<file path="src/rtl/pick_pkg.sv">
// rtl/pick_pkg.sv - shared PICK helpers: tag width relation and tag extraction
package pick_pkg;

  // Tag bits needed to address flux output channels
  function automatic int unsigned tag_width(input int unsigned flux);
    return $clog2(flux);
  endfunction

  // Extract the tag that occupies the top tw bits of a width-bit token
  function automatic int unsigned tag_of(input logic [63:0] token,
                                         input int unsigned width,
                                         input int unsigned tw);
    logic [63:0] sh;
    sh = (token >> (width - tw)) & ((64'd1 << tw) - 64'd1);
    return 32'(sh);
  endfunction

endpackage

</file>
<file path="src/rtl/tag_dispatch_if.sv">
// rtl/tag_dispatch_if.sv - token input and per-flux output bundle of tag_dispatch
interface tag_dispatch_if
  import pick_pkg::*;
#(
  parameter int FLUX       = 2,
  parameter int DATA_WIDTH = 8,
  parameter int TAG_WIDTH  = int'(tag_width(FLUX)),
  parameter int WIDTH      = DATA_WIDTH + TAG_WIDTH,
  parameter int ERR_WIDTH  = 8
);
  logic                  in_port_write;
  logic [WIDTH-1:0]      in_port_datain;
  logic                  in_port_full;
  logic [FLUX-1:0]       out_port_write;
  logic [FLUX*WIDTH-1:0] out_port_dataout;
  logic [FLUX-1:0]       out_port_full;
  logic [ERR_WIDTH-1:0]  err_count;

  // Environment side: upstream writer plus downstream PICK FIFOs
  modport master (
    output in_port_write, in_port_datain, out_port_full,
    input  in_port_full, out_port_write, out_port_dataout, err_count
  );

  // Dispatcher side
  modport slave (
    input  in_port_write, in_port_datain, out_port_full,
    output in_port_full, out_port_write, out_port_dataout, err_count
  );
endinterface

</file>
<file path="src/rtl/tag_dispatch_fifo.sv">
// rtl/tag_dispatch_fifo.sv - synchronous DEPTH x WIDTH input FIFO with visible head
module tag_dispatch_fifo #(
  parameter int WIDTH = 9,
  parameter int DEPTH = 4
) (
  input  logic                   clk,
  input  logic                   rst,
  input  logic                   push,
  input  logic                   pop,
  input  logic [WIDTH-1:0]       din,
  output logic [WIDTH-1:0]       head,
  output logic [$clog2(DEPTH):0] count,
  output logic                   full,
  output logic                   empty
);
  localparam int AW = $clog2(DEPTH);
  localparam int CW = AW + 1;

  logic [WIDTH-1:0] mem [DEPTH];
  logic [AW-1:0]    wr_ptr;
  logic [AW-1:0]    rd_ptr;
  logic             do_push;
  logic             do_pop;

  // Full decodes the registered count only; a same-cycle pop does not free a slot early
  assign full    = (count == CW'(DEPTH));
  assign empty   = (count == '0);
  assign do_push = push && !full;
  assign do_pop  = pop && !empty;
  assign head    = mem[rd_ptr];

  // Storage array, written on accepted pushes only
  always_ff @(posedge clk) begin
    if (do_push) mem[wr_ptr] <= din;
  end

  // Pointers and occupancy; pointers wrap naturally since DEPTH is a power of two
  always_ff @(posedge clk) begin
    if (rst) begin
      wr_ptr <= '0;
      rd_ptr <= '0;
      count  <= '0;
    end else begin
      if (do_push) wr_ptr <= wr_ptr + 1'b1;
      if (do_pop)  rd_ptr <= rd_ptr + 1'b1;
      case ({do_push, do_pop})
        2'b10:   count <= count + 1'b1;
        2'b01:   count <= count - 1'b1;
        default: count <= count;
      endcase
    end
  end
endmodule

</file>
<file path="src/rtl/tag_dispatch.sv">
// rtl/tag_dispatch.sv - buffers a tagged token stream and routes tokens to FLUX channels
module tag_dispatch
  import pick_pkg::*;
#(
  parameter int FLUX       = 2,
  parameter int DATA_WIDTH = 8,
  parameter int TAG_WIDTH  = int'(tag_width(FLUX)),
  parameter int WIDTH      = DATA_WIDTH + TAG_WIDTH,
  parameter int DEPTH      = 4,
  parameter int ERR_WIDTH  = 8
) (
  input logic         clk,
  input logic         rst,
  tag_dispatch_if.slave bus
);
  logic [WIDTH-1:0]       head;
  logic [$clog2(DEPTH):0] count;
  logic                   full;
  logic                   empty;
  logic                   pop;
  int unsigned            tag;
  logic [FLUX-1:0]        sel;
  logic                   hit;
  logic                   dispatch;
  logic                   drop;

  logic [FLUX-1:0]        wr_q;
  logic [FLUX*WIDTH-1:0]  data_q;
  logic [ERR_WIDTH-1:0]   err_q;

  tag_dispatch_fifo #(.WIDTH(WIDTH), .DEPTH(DEPTH)) u_fifo (
    .clk   (clk),
    .rst   (rst),
    .push  (bus.in_port_write),
    .pop   (pop),
    .din   (bus.in_port_datain),
    .head  (head),
    .count (count),
    .full  (full),
    .empty (empty)
  );

  // Head decode: one-hot channel select; out-of-range tags select nothing and are dropped
  always_comb begin
    tag = tag_of(64'(head), WIDTH, TAG_WIDTH);
    sel = '0;
    for (int k = 0; k < FLUX; k++) begin
      if (tag == 32'(k)) sel[k] = 1'b1;
    end
    hit      = |sel;
    dispatch = !empty && hit && !(|(sel & bus.out_port_full));
    drop     = !empty && !hit;
    pop      = dispatch || drop;
  end

  // Registered output strobes, per-channel data holding, saturating drop counter
  always_ff @(posedge clk) begin
    if (rst) begin
      wr_q   <= '0;
      data_q <= '0;
      err_q  <= '0;
    end else begin
      wr_q <= dispatch ? sel : '0;
      for (int k = 0; k < FLUX; k++) begin
        if (dispatch && sel[k]) data_q[k*WIDTH +: WIDTH] <= head;
      end
      if (drop && (err_q != '1)) err_q <= err_q + 1'b1;
    end
  end

  assign bus.in_port_full     = full;
  assign bus.out_port_write   = wr_q;
  assign bus.out_port_dataout = data_q;
  assign bus.err_count        = err_q;
endmodule

</file>
<file path="src/flat_wrapper.sv">
// flat-port wrapper written by rule: the top's interface ports become plain ports
module tag_dispatch_flat import pick_pkg::*;
#(
  parameter int FLUX       = 2,
  parameter int DATA_WIDTH = 8,
  parameter int TAG_WIDTH  = int'(tag_width(FLUX)),
  parameter int WIDTH      = DATA_WIDTH + TAG_WIDTH,
  parameter int DEPTH      = 4,
  parameter int ERR_WIDTH  = 8
)
  (clk, rst, bus_in_port_write, bus_in_port_datain, bus_out_port_full, bus_in_port_full, bus_out_port_write, bus_out_port_dataout, bus_err_count);
  tag_dispatch_if #(.FLUX(FLUX), .DATA_WIDTH(DATA_WIDTH), .TAG_WIDTH(TAG_WIDTH), .WIDTH(WIDTH), .ERR_WIDTH(ERR_WIDTH)) bus_i ();
  input logic clk;
  input logic rst;
  input wire logic [$bits(bus_i.in_port_write)-1:0] bus_in_port_write;
  input wire logic [$bits(bus_i.in_port_datain)-1:0] bus_in_port_datain;
  input wire logic [$bits(bus_i.out_port_full)-1:0] bus_out_port_full;
  output wire logic [$bits(bus_i.in_port_full)-1:0] bus_in_port_full;
  output wire logic [$bits(bus_i.out_port_write)-1:0] bus_out_port_write;
  output wire logic [$bits(bus_i.out_port_dataout)-1:0] bus_out_port_dataout;
  output wire logic [$bits(bus_i.err_count)-1:0] bus_err_count;
  assign bus_i.in_port_write = bus_in_port_write;
  assign bus_i.in_port_datain = bus_in_port_datain;
  assign bus_i.out_port_full = bus_out_port_full;
  assign bus_in_port_full = bus_i.in_port_full;
  assign bus_out_port_write = bus_i.out_port_write;
  assign bus_out_port_dataout = bus_i.out_port_dataout;
  assign bus_err_count = bus_i.err_count;
  tag_dispatch #(.FLUX(FLUX), .DATA_WIDTH(DATA_WIDTH), .TAG_WIDTH(TAG_WIDTH), .WIDTH(WIDTH), .DEPTH(DEPTH), .ERR_WIDTH(ERR_WIDTH)) u_core (.clk(clk), .rst(rst), .bus(bus_i));
endmodule
</file>
<file path="config.mk">
export PLATFORM = sky130hd
export DESIGN_NAME = tag_dispatch_flat
export DESIGN_NICKNAME = d
export VERILOG_FILES = /design/src/rtl/pick_pkg.sv /design/src/rtl/tag_dispatch_if.sv /design/src/rtl/tag_dispatch_fifo.sv /design/src/rtl/tag_dispatch.sv /design/src/flat_wrapper.sv
export SDC_FILE = /design/constraint.sdc
export NUM_CORES = 1
export LEC_CHECK = 0
export ABC_AREA = 1
export CAP_MARGIN = 20
export CORE_ASPECT_RATIO = 0.6
export CORE_MARGIN = 1
export CORE_UTILIZATION = 45
export CTS_CLUSTER_SIZE = 10
export DETAILED_ROUTE_END_ITERATION = 10
export PLACE_DENSITY = 0.73
export SETUP_SLACK_MARGIN = 0.2
export SLEW_MARGIN = 0
export SYNTH_ARGS = -nofsm -noshare
export SYNTH_HDL_FRONTEND = slang
export SYNTH_SLANG_ARGS = --single-unit
</file>
<file path="constraint.sdc">
create_clock -name clk -period 6 [get_ports clk]
set_clock_uncertainty 0.1 [all_clocks]
set_input_delay 1.5 -clock clk [delete_from_list [all_inputs] [get_ports clk]]
set_output_delay 1.5 -clock clk [all_outputs]
set_load 0.03 [all_outputs]
</file>
==> metrics.csv <==
stage;metric;value;unit
routing;vias;1859;
cts;postCtsSetupRepairBufs;0;
routing;vias_per_cell;4.72;
die;core-area;5700;um^2
sta;slew_headroom;44.4;%
routing;antenna_left;0;
routing;wl_met1;2570;um
routing;top_layer;met4;
worst_setup_path;cp_data_arrival_time;3.46;ns
die;fp.dieH;62.3;um
global_route;grt.overflow.total;0;
die;core.rowCount;21;
cts;cts_sinks;65;
power_and_ir_drop;p_per_area;490;nW/um^2
routing;route.met3.wl;310;um
sta;finalCriticalPeriod;3.34;ns
cells_and_area;fin_area;3260;um^2
cts;cts_root_buffer;clkbuf_8;
placed_design;dp_slack;2.35;ns
global_route;grt_usage;17.4;%
cts;clock_path_buffers;2;
cts;worst_skew_pair.late_latency;0.33;ns
min_path;hold_class;reg2reg;
cells_and_area;area_delta_synth_final;19.4;%
cells_and_area;nFillCells;504;
worst_setup_path;path_max_fanout;4;
sta;slew_viol_final;0;
worst_setup_path;timing.rr.end;u_core.u_fifo.count[2];
worst_setup_path;r2r_cells;13;
placed_design;port_buffers;34;
yosys;ys_ff_latch;65;
cts;cts_tree;yes;
power_and_ir_drop;total_power;0.00160;W
min_path;hp-start;u_core.bus.out_port_dataout[8];
sta;period_share;55.7;%
yosys;syn_area_per_cell;10.0;um^2
worst_setup_path;timing.critical_path.to_type;flip-flop;
worst_setup_path;crit_required;6.12;ns
placed_design;hpwl;3470;um
sta;final.setup.tns;0;ns
routing;drc;0;
routing;avgRoutedWirePerCell;12.7;um
yosys;synth_cells;273;
min_path;worstHoldEndpoint;u_core.bus.out_port_dataout[8];
worst_setup_path;crit_type;in2reg;
placed_design;gp_congestion;0.775;
routing;wl;5000;um
sta;max_freq;299;MHz
yosys;yosys_warnings;0;
global_route;grt_start_max_net_pins;24;
placed_design;dpl_cell_area;3070;um^2
routing;drt-pass1-iter-count;4;
cts;post_cts_resized;0;
worst_setup_path;reg2reg_slack;3.05;ns
sta;hold_violations;0;
worst_setup_path;startpoint_type;input pin;
die;start_util;47.9;%
sta;worstMarginPinSlew;0.831;ns
cts;cts.clk_slew.worst_paths;0.07;ns
cells_and_area;nNetsFinal;329;
outcome;status;finished clean;
global_route;grt_pass1_wl;8020;um
cells_and_area;diodes;0;
yosys;synth_cell_types;26;
yosys;synth_area;2730;um^2
cts;htreeDepth;3;
routing;drt-initial-drc-count;107;
sta;worst_slack;2.66;ns
sta;rsz0062_at_grt;no;
global_route;grt_pass1_vias;1635;
die;dieArea;6390;um^2
cells_and_area;drive_gt1_share;7.96;%
min_path;whs_path_depth;2;
sta;whs;0.358;ns
power_and_ir_drop;p_leak;1.33;nW
sta;finalSetupViolations;0;
cts;hold_buffers;0;
run;cap_viol_max_count;0;
routing;met2WireLength;2090;um
die;ios;43;
power_and_ir_drop;peakVddDrop;0.198;mV
yosys;synth_seq_area_share;60.9;%
global_route;antenna_found_initial;0;
cts;cts_buffers;9;
die;dieWidth;103;um
==> state kept, by name, summed over array words and instances, names as in the netlist, named ones only <==
name                         count
u_core.u_fifo.wr_ptr             2
u_core.u_fifo.mem               36
u_core.u_fifo.count              3
u_core.bus.out_port_write        2
u_core.u_fifo.rd_ptr             2
u_core.bus.out_port_dataout     18
==> layer usage <==
metal / global-route usage [%] / vias up
met5: 0 / -
met4: 5.36 / 0
met3: 7.55 / 5
met2: 23.5 / 63
met1: 25.1 / 854
li1: - / 937
==> worst max-delay path by stage <==
stage                        endpoint  cells past startpoint  slack, ns                 start
2_1_floorplan  u_core.u_fifo.count[2]                     10       3.02  bus_out_port_full[1]
3_3_place_gp   u_core.u_fifo.count[2]                     11       2.44  bus_out_port_full[1]
3_5_place_dp   u_core.u_fifo.count[2]                     11       2.35  bus_out_port_full[1]
4_1_cts        u_core.u_fifo.count[2]                     11       2.71  bus_out_port_full[1]
5_1_grt        u_core.u_fifo.count[2]                     11       2.58  bus_out_port_full[1]
6_report       u_core.u_fifo.count[2]                     11       2.66  bus_out_port_full[1]
==> synthesized netlist by cell type <==
cell	count	area, um^2
nor3_1	1	5.00
o21ai_2	1	8.76
nor2_1	60	225
xor2_1	1	8.76
conb_1	1	3.75
buf_6	4	45.0
o22ai_1	8	50.1
fa_1	1	20.0
nand4_4	2	42.5
nand2_2	2	12.5
inv_1	33	124
nand2_4	1	11.3
o21ai_0	21	105
nand2_1	39	146
dfxtp_1	29	581
inv_4	1	6.26
a21oi_1	7	35.0
edfxtp_1	36	1080
nand3_4	3	52.6
nand4_1	1	6.26
inv_2	1	3.75
buf_4	8	60.1
nand3_1	3	15.0
ha_1	5	62.6
buf_2	2	10.0
clkbuf_1	2	7.51
==> stage by stage <==
stage / cells / util [%]
3_3_place_gp: 378 / 53.9
2_1_floorplan: 280 / -
6_report: 394 / 57.1
3_5_place_dp: 378 / 53.9
5_1_grt: 394 / 57.1
4_1_cts: 394 / 57.1
==> cell families (layout without fill, tap and decap cells) <==
group           after synthesis  after routing  share of synthesized area [%]
flops                        65             65                           60.9
buf+inv                      51             85                           9.40
fa+ha+maj                     6              6                           3.03
xor+xnor                      1              1                          0.321
other cells                   1              8                          0.137
simple gates                112            112                           18.9
compound gates               37             37                           7.29
==> placed cells by master, fill, tap and decap left out, types with 2 or more instances in the layout <==
cell type,n
dfxtp_1,29
clkbuf_1,2
nand4_4,2
nand3_1,3
edfxtp_1,36
o21ai_0,21
nand2_2,2
clkbuf_8,10
inv_1,33
clkdlybuf4s50_1,34
nand3_4,3
conb_1,8
nor2_1,60
o22ai_1,8
a21oi_1,7
nand2_1,39
clkinv_2,3
ha_1,5
==> power breakdown <==
part           switching, W  internal (W)
Combinational      0.000406      0.000216
Clock              0.000154      0.000185
Sequential        0.0000658      0.000569
==> critical path: stages <==
cell and delay (ns):
clkdlybuf4s50_1 0.44, nand3_4 0.14, nand3_1 0.17, inv_1 0.11, ha_1 0.14, inv_1 0.07, fa_1 0.39, a21oi_1 0.15
o21ai_0 0.12, o21ai_0 0.17, a21oi_1 0.05
==> area by class of cell <==
type | count | area (um^2) | area share (%)
flip-flops and latches | 65 | 1660 | 51.0
clock buffers | 13 | 170 | 5.22
well taps | 80 | 100 | 3.07
clock inverters | 3 | 15.0 | 0.461
inverters | 35 | 134 | 4.11
repair buffers | 34 | 340 | 10.4
multi-input cells | 164 | 837 | 25.7
No activity file was read; power rests on OpenSTA's default activity.
